**config.mk**
```make
export PLATFORM = sky130hd
export DESIGN_NAME = result_display
export DESIGN_NICKNAME = d
export VERILOG_FILES = /design/src/rtl/result_display.sv
export SDC_FILE = /design/constraint.sdc
export NUM_CORES = 1
export LEC_CHECK = 0
export CAP_MARGIN = 20
export CORE_MARGIN = 4
export CORE_UTILIZATION = 45
export CTS_CLUSTER_SIZE = 12
export DETAILED_ROUTE_END_ITERATION = 6
export GPL_TIMING_DRIVEN = 0
export PLACE_DENSITY_LB_ADDON = 0.2
export SYNTH_ARGS = -nofsm -noshare
export SYNTH_HDL_FRONTEND = slang
export SYNTH_SLANG_ARGS = --single-unit
```
**constraint.sdc**
```tcl
create_clock -name clk -period 2.1 [get_ports clk]
set_input_delay 0.21 -clock clk [delete_from_list [all_inputs] [get_ports clk]]
set_output_delay 0.21 -clock clk [all_outputs]
set_load 0.01 [all_outputs]
```
**src/rtl/result_display.sv**
```systemverilog
// Captures an 8-bit result and converts it to BCD with shift-and-add-3 over 8 cycles.
// Drives a 4-digit multiplexed active-low seven-segment display with blanking and a minus sign.
module result_display #(
    parameter int WIDTH       = 8,
    parameter int REFRESH_DIV = 50000
) (
    input  logic             clk,
    input  logic             rst_n,
    input  logic             load,
    input  logic [WIDTH-1:0] value,
    input  logic             neg,
    output logic             busy,
    output logic [6:0]       seg,
    output logic [3:0]       an,
    output logic             dp
);

    localparam int CW     = (REFRESH_DIV > 1) ? $clog2(REFRESH_DIV) : 1;
    localparam int ITER_W = $clog2(WIDTH + 1);
    localparam logic [CW-1:0]     CNT_LAST  = CW'(REFRESH_DIV - 1);
    localparam logic [ITER_W-1:0] ITER_LAST = ITER_W'(WIDTH);

    localparam logic [6:0] SEG_BLANK = 7'b1111111;
    localparam logic [6:0] SEG_MINUS = 7'b0111111;
    localparam logic [6:0] SEG_ZERO  = 7'b1000000;

    typedef enum logic {IDLE, CONVERT} state_t;

    function automatic logic [6:0] seg_code(input logic [3:0] d);
        case (d)
            4'd0:    seg_code = 7'b1000000;
            4'd1:    seg_code = 7'b1111001;
            4'd2:    seg_code = 7'b0100100;
            4'd3:    seg_code = 7'b0110000;
            4'd4:    seg_code = 7'b0011001;
            4'd5:    seg_code = 7'b0010010;
            4'd6:    seg_code = 7'b0000010;
            4'd7:    seg_code = 7'b1111000;
            4'd8:    seg_code = 7'b0000000;
            4'd9:    seg_code = 7'b0010000;
            default: seg_code = SEG_BLANK;
        endcase
    endfunction

    state_t              state_reg;
    logic [WIDTH-1:0]    shift_reg;
    logic [11:0]         bcd_reg;
    logic [11:0]         bcd_adj;
    logic [ITER_W-1:0]   iter_reg;
    logic                neg_reg;
    logic [6:0]          digit_reg [4];
    logic [CW-1:0]       cnt_reg;
    logic [1:0]          idx_reg;

    // Add-3 correction for each BCD nibble before it is shifted.
    genvar gi;
    generate
        for (gi = 0; gi < 3; gi++) begin : g_adj
            assign bcd_adj[gi*4 +: 4] = (bcd_reg[gi*4 +: 4] >= 4'd5) ?
                                        bcd_reg[gi*4 +: 4] + 4'd3 : bcd_reg[gi*4 +: 4];
        end
    endgenerate

    always_ff @(posedge clk or negedge rst_n) begin
        if (!rst_n) begin
            state_reg    <= IDLE;
            busy         <= 1'b0;
            shift_reg    <= '0;
            bcd_reg      <= '0;
            iter_reg     <= '0;
            neg_reg      <= 1'b0;
            digit_reg[0] <= SEG_ZERO;
            digit_reg[1] <= SEG_BLANK;
            digit_reg[2] <= SEG_BLANK;
            digit_reg[3] <= SEG_BLANK;
        end else begin
            case (state_reg)
                IDLE: begin
                    if (load) begin
                        shift_reg <= value;
                        neg_reg   <= neg;
                        bcd_reg   <= '0;
                        iter_reg  <= '0;
                        busy      <= 1'b1;
                        state_reg <= CONVERT;
                    end
                end
                CONVERT: begin
                    if (iter_reg == ITER_LAST) begin
                        // Interior zeros stay visible; only leading zeros blank.
                        digit_reg[0] <= seg_code(bcd_reg[3:0]);
                        digit_reg[1] <= (bcd_reg[11:4] == 8'd0) ? SEG_BLANK : seg_code(bcd_reg[7:4]);
                        digit_reg[2] <= (bcd_reg[11:8] == 4'd0) ? SEG_BLANK : seg_code(bcd_reg[11:8]);
                        digit_reg[3] <= neg_reg ? SEG_MINUS : SEG_BLANK;
                        busy         <= 1'b0;
                        state_reg    <= IDLE;
                    end else begin
                        {bcd_reg, shift_reg} <= {bcd_adj[10:0], shift_reg, 1'b0};
                        iter_reg             <= iter_reg + 1'b1;
                    end
                end
                default: state_reg <= IDLE;
            endcase
        end
    end

    always_ff @(posedge clk or negedge rst_n) begin
        if (!rst_n) begin
            cnt_reg <= '0;
            idx_reg <= 2'd0;
        end else if (cnt_reg == CNT_LAST) begin
            cnt_reg <= '0;
            idx_reg <= idx_reg + 2'd1;
        end else begin
            cnt_reg <= cnt_reg + 1'b1;
        end
    end

    // Pure decode of registered state, so a digit update shows on the current digit at once.
    always_comb begin
        an  = ~(4'b0001 << idx_reg);
        seg = digit_reg[idx_reg];
        dp  = 1'b1;
    end

endmodule

```
Word-level counts from Yosys, hierarchy flattened
Memories as Yosys holds them, arrays and structs flattened. A register that Yosys moved wholly into a read port is not among the register bits.
Index checks and enable logic that the tools add are counted.
{"block": "classes", "n_addsub": 6, "bitwise_logic": 3, "shift": 1, "eq_ne": 5, "n_reduce_logical": 7, "muxes": 25, "n_lt_le_gt_ge": 4}
{"cell": "2-to-1 mux 7 bit", "n": 5}
{"cell": "2-to-1 mux 12 bit", "n": 2}
{"cell": "one-hot mux 12 bit (2 select lines)", "n": 1}
{"cell": "adder 16 x 1 -> 16 bit (second input constant)", "n": 1}
{"cell": "equality test 16 bit (second input constant)", "n": 1}
{"cell": "2-to-1 mux 16 bit", "n": 1}
{"cell": "2-to-1 mux 4 bit", "n": 4}
{"cell": "2-to-1 mux 8 bit", "n": 2}
{"cell": "one-hot mux 8 bit (2 select lines)", "n": 1}
{"cell": "binary-select mux 7 bit (select 2 bit)", "n": 1}
{"cell": ">= comparator 4 x 3 -> 1 bit (second input constant)", "n": 3}
{"cell": "adder 4 x 2 -> 4 bit (second input constant)", "n": 2}
{"cell": "logical NOT 8 bit", "n": 1}
{"cell": "one-hot mux 4 bit (2 select lines)", "n": 1}
{"cell": "AND reduction 2 bit", "n": 4}
{"cell": "adder 4 x 1 -> 4 bit (second input constant)", "n": 1}
{"cell": "equality test 4 bit (second input constant)", "n": 1}
{"cell": "logical NOT 4 bit", "n": 1}
{"cell": "2-to-1 mux 1 bit", "n": 4}
{"cell": "inequality test 2 bit (second input constant)", "n": 2}
{"cell": "inverter 4 bit", "n": 1}
{"cell": "one-hot mux 1 bit (2 select lines)", "n": 2}
{"cell": "left shift 1 x 2 -> 4 bit (first input constant)", "n": 1}
{"cell": "adder 3 x 2 -> 3 bit (second input constant)", "n": 1}
{"cell": "other kinds (7)", "n": 7}
{"block": "totals", "memories": 3, "output_inout_bits": 13, "register_bits": 66, "elab_cells": 65, "input_bits": 12, "rom_bits": 336}
{"memory": "(name not given)", "words": 16, "width": 7, "read_ports": 1, "rd_ports_with_merged_regs": 1, "wr": 0, "line_no": "30", "text": "case (d)"}
{"memory": "(name not given)", "words": 16, "width": 7, "read_ports": 1, "rd_ports_with_merged_regs": 0, "wr": 0, "line_no": "30"}
{"memory": "(name not given)", "words": 16, "width": 7, "read_ports": 1, "rd_ports_with_merged_regs": 0, "wr": 0, "line_no": "30"}

Depth between registers and ports, before layout
{"block": "logic_depth", "ltp_word": 4, "depth_mapped": 8, "depth_no_buf": 6}

Worst setup path after synthesis
OpenSTA, ideal clock, no wires.
{"block": "synth_path", "kind": "reg2reg", "from": "register bcd_reg[8]", "to": "register bcd_reg[10]", "path_stages_with_launch": 7, "t_arrival_ns": 1.542, "setup_time_ns": 0.083, "path_buffers": 0, "slack_ns": 0.475, "required_ns": 2.017, "synth_period_minus_slack_ns": 1.625, "cell_sequence": "dfrtp_1 > inv_1 > ha_1 > nand2b_1 > a21oi_1 > mux2_2 > o21ai_0"}
{"block": "synth_via", "elab_chain_cells": 4, "word_cells_on_any_way": 5, "cone_classes": "add/sub: 1; order compare: 1; mux: 3"}
{"element": "start, declared", "line_no": "47", "text": "logic [11:0] bcd_reg;"}
{"element": "start signal, assigned", "line_no": "98", "text": "{bcd_reg, shift_reg} <= {bcd_adj[10:0], shift_reg, 1'b0};"}
{"element": ">= comparator 4 x 3 -> 1 bit or adder 3 x 2 -> 3 bit (tied branches)", "line_no": "59, 60"}
{"element": "2-to-1 mux 3 bit *", "line_no": "59", "text": "assign bcd_adj[gi*4 +: 4] = (bcd_reg[gi*4 +: 4] >= 4'd5) ?"}
{"element": "2-to-1 mux 12 bit *", "line_no": "89", "text": "if (iter_reg == ITER_LAST) begin"}
{"element": "one-hot mux 12 bit (2 select lines) *", "line_no": "77", "text": "case (state_reg)"}
Every way passes the cells marked *; elsewhere a longest branch is shown, timed or not. The select of a mux whose other input is x is not followed.
A chain may end at the register's enable or synchronous reset.

Worst setup path in the final report
{"block": "layout_path", "from": "register idx_reg[0]", "to": "output port an[0]"}
{"block": "layout_via", "elab_chain_cells": 2}
{"element": "start, declared", "line_no": "53", "text": "logic [1:0] idx_reg;"}
{"element": "start signal, assigned", "line_no": "113", "text": "idx_reg <= idx_reg + 2'd1;"}
{"element": "left shift 1 x 2 -> 4 bit", "line_no": "121", "text": "an = ~(4'b0001 << idx_reg);"}
{"element": "inverter 4 bit", "line_no": "121"}
{"element": "end, declared", "line_no": "14", "text": "output logic [3:0] an,"}
No other way between the ends.

==> run summary <==
Via count: 2869
CTS sink cnt: 67
Worst Setup Path Type: register to output pin
Max reg flops: 22
Clock power frac: 20.2%
Worst hold slack: -33.2 ps
Deepest clock path buffer count: 2
Share of power burned in registers: 36.3%
Post-synth net total: 430
Row cnt: 33
Tmin final: 1980 ps
Via density: 5.31
Core area: 8180 sq um
Peak supply drop: 0.619 mV
Syn Inst Count: 395
Initial DRT Pass Iterations: 4
Initial core utilization: 45.8%
I/O Buffers: 23
First-pass GRT wire length: 13.6 mm
H-tree depth: 3
Area grow syn2layout: 16.3%
Syn Area/Cell: 9.48 sq um
Slowest CP cell: clkdlybuf4s50_1
Clock skew: 9.30 ps
FF-to-FF setup slack: 230 ps
Hold Buf Count CTS: 0
Pleak: 0.00201 uW
Antenna cells: 0
GPL Wtd Cong: 0.827
CTS tree: built
Final wirelength: 7.76 mm
CP endpoint kind: output pin
Die height: 99.2 um
Seq cells post-synth: 67
Largest net degree at the start of global routing: 68
Relative slew slack: 42.9%
Post-synth EDFFs: 0
Clock-pin slew on the worst setup and hold paths: 80 ps
Total GRT Usage: 17.1%
Root Driver: clkbuf_8
Internal: 3640 uW
Failing checks: hold timing
Outcome: complete, but fails checks
Total grt overflow: 0
Main synth FF type: dfrtp_1
Worst Max-Slew Pin Slew: 856 ps
Final HPWL DP: 5.60 mm
CP Cell Sequence: buf_6 -> inv_1 -> ha_1 -> inv_1 -> clkdlybuf4s50_1
Die footprint: 9850 sq um
Worst setup margin: 122 ps
Share of layout cells above drive strength 1: 13.8%
Worst-skew pair later-pin latency: 340 ps
Final setup vio count: 0
Worst EP required: 1890 ps
Vias in the first global route: 2810
Fraction of registers with async set/reset: 100%
CTS buffer count: 9
Post-route ant nets: 0
Nets@finish: 465
Max FO, Critical Path: 8
RSZ-0062 raised after global routing: false
Most common cell after layout, fill and taps aside: dfrtp_1
Final Cycle Share: 94.2%
Library cells used by synthesis: 50
Worst min path class: input port to asynchronous set/reset pin
Switching power: 2320 uW
Most frequent cells in the layout: 50 x dfrtp_1, 39 x nand2_1, 37 x o21ai_0
MaxCap Viol Count: 0
Post-Syn Area: 3740 sq um
Pre-CTS worst setup slack: 111 ps
Slowest stage delay, CP: 520 ps
# DRC: 0
Power Density: 1370 nW/um^2
DR WL/cell: 14.4 um
Fin. Hold Viols: 16
Max Fclk: 506 MHz
Warnings, synthesis: 0
Critical path startpoint category: register
Die W: 99.2 um
Max-slew violation count: 0
Initial antenna violation count: 0
Number of primary I/O pins: 25
Comb power frac: 43.5%
Most frequent CP cell: inv_1
Share of the yosys chip area belonging to registers: 45.3%
Initial DRC Count: 114
Critical Path AT: 1770 ps
Sw Ratio: 38.9%
==> worst max-delay path: cells and delay by family (launching register included) <==
| kind | cells | cell delay (ps) |
|---|---|---|
| fa+ha+maj | 1 | 220 |
| flops | 1 | 370 |
| buf+inv | 4 | 840 |
==> per-layer routing <==
layer  track usage (%)  up-vias  wire (um)
li1                  -     1427          -
met1              22.9     1385       3650
met2              27.7       45       3710
met3              3.37       12        265
met4              5.88        0        137
met5                 0        -          0
==> power groups by stage <==
stage	Combinational, uW	Sequential [uW]	Clock [uW]
2_1_floorplan	1970	2090	0
3_3_place_gp	2570	2170	0
3_5_place_dp	2640	2190	0
4_1_cts	2630	2160	1230
5_1_grt	3000	2230	1290
6_report	2590	2160	1200
==> cell families (layout without fill, tap and decap cells) <==
group | after synthesis | in the layout | share of synthesized area, %
buf+inv | 49 | 89 | 5.65
compound gates | 90 | 90 | 14.3
mux | 20 | 20 | 5.78
fa+ha+maj | 23 | 23 | 7.68
flops | 67 | 67 | 45.3
simple gates | 124 | 124 | 16.3
other cells | 1 | 1 | 0.100
xor+xnor | 21 | 21 | 4.91
==> area by class of cell <==
type,count,area (sq um)
inverters,30,113
well taps,105,131
fillers,747,3820
clock inverters,6,88.8
flip-flops and latches,67,1700
multi-input cells,279,1840
clock buffers,10,138
repair buffers,24,238
plain buffers,19,105
==> through the flow <==
step	setup TNS (ps)	total power [uW]	instances	area (sq um)	utilization, %
6_report	0	5950	540	4360	53.3
5_1_grt	0	6530	540	4360	53.3
4_1_cts	0	6030	540	4340	53.1
3_5_place_dp	0	4820	523	4100	50.2
3_3_place_gp	-84780	4750	523	4110	50.2
2_1_floorplan	0	4060	395	3740	-
==> path summary, 6_finish.rpt <==
kind                                  from           end  depth (start not counted)
worst max-delay path            idx_reg[0]         an[0]                          5
worst min-delay path                 rst_n    cnt_reg[9]                          1
worst max register to register  bcd_reg[9]   bcd_reg[10]                          6
worst min register to register     neg_reg  digit_reg[6]                          1
max in group asynchronous            rst_n    idx_reg[1]                          1
min in group clk                  value[0]  shift_reg[0]                          3
==> synth_stat cells (all sizes together) (2+ instances only) <==
cell type / n / area share, %
a22oi: 2 / 0.40
clkbuf: 7 / 0.73
nand3: 17 / 2.3
mux2: 3 / 0.90
and2: 2 / 0.33
xnor2: 14 / 3.3
nand4: 5 / 1.0
o21bai: 2 / 0.40
mux2i: 16 / 4.3
o22a: 4 / 0.94
nor3: 7 / 0.94
buf: 12 / 1.9
o22ai: 3 / 0.50
xor2: 7 / 1.6
a21oi: 22 / 2.9
dfrtp: 51 / 34
o31ai: 7 / 1.4
dfstp: 16 / 11
nor3b: 4 / 0.80
nand2b: 7 / 1.2
nand2: 40 / 4.0
a211oi: 4 / 0.80
or2: 2 / 0.33
a21o: 2 / 0.40
nor4: 4 / 0.84
ha: 23 / 7.7
inv: 30 / 3.0
nor2: 31 / 3.1
o21ai: 38 / 5.1
==> timing repair <==
item / CTS / global route
buffers inserted: 1 / 0
setup endpoints to repair: 9 / 4
hold endpoints to repair: 0 / 0
gates resized for setup: 7 / 5
(Power assumes the default switching activity.)
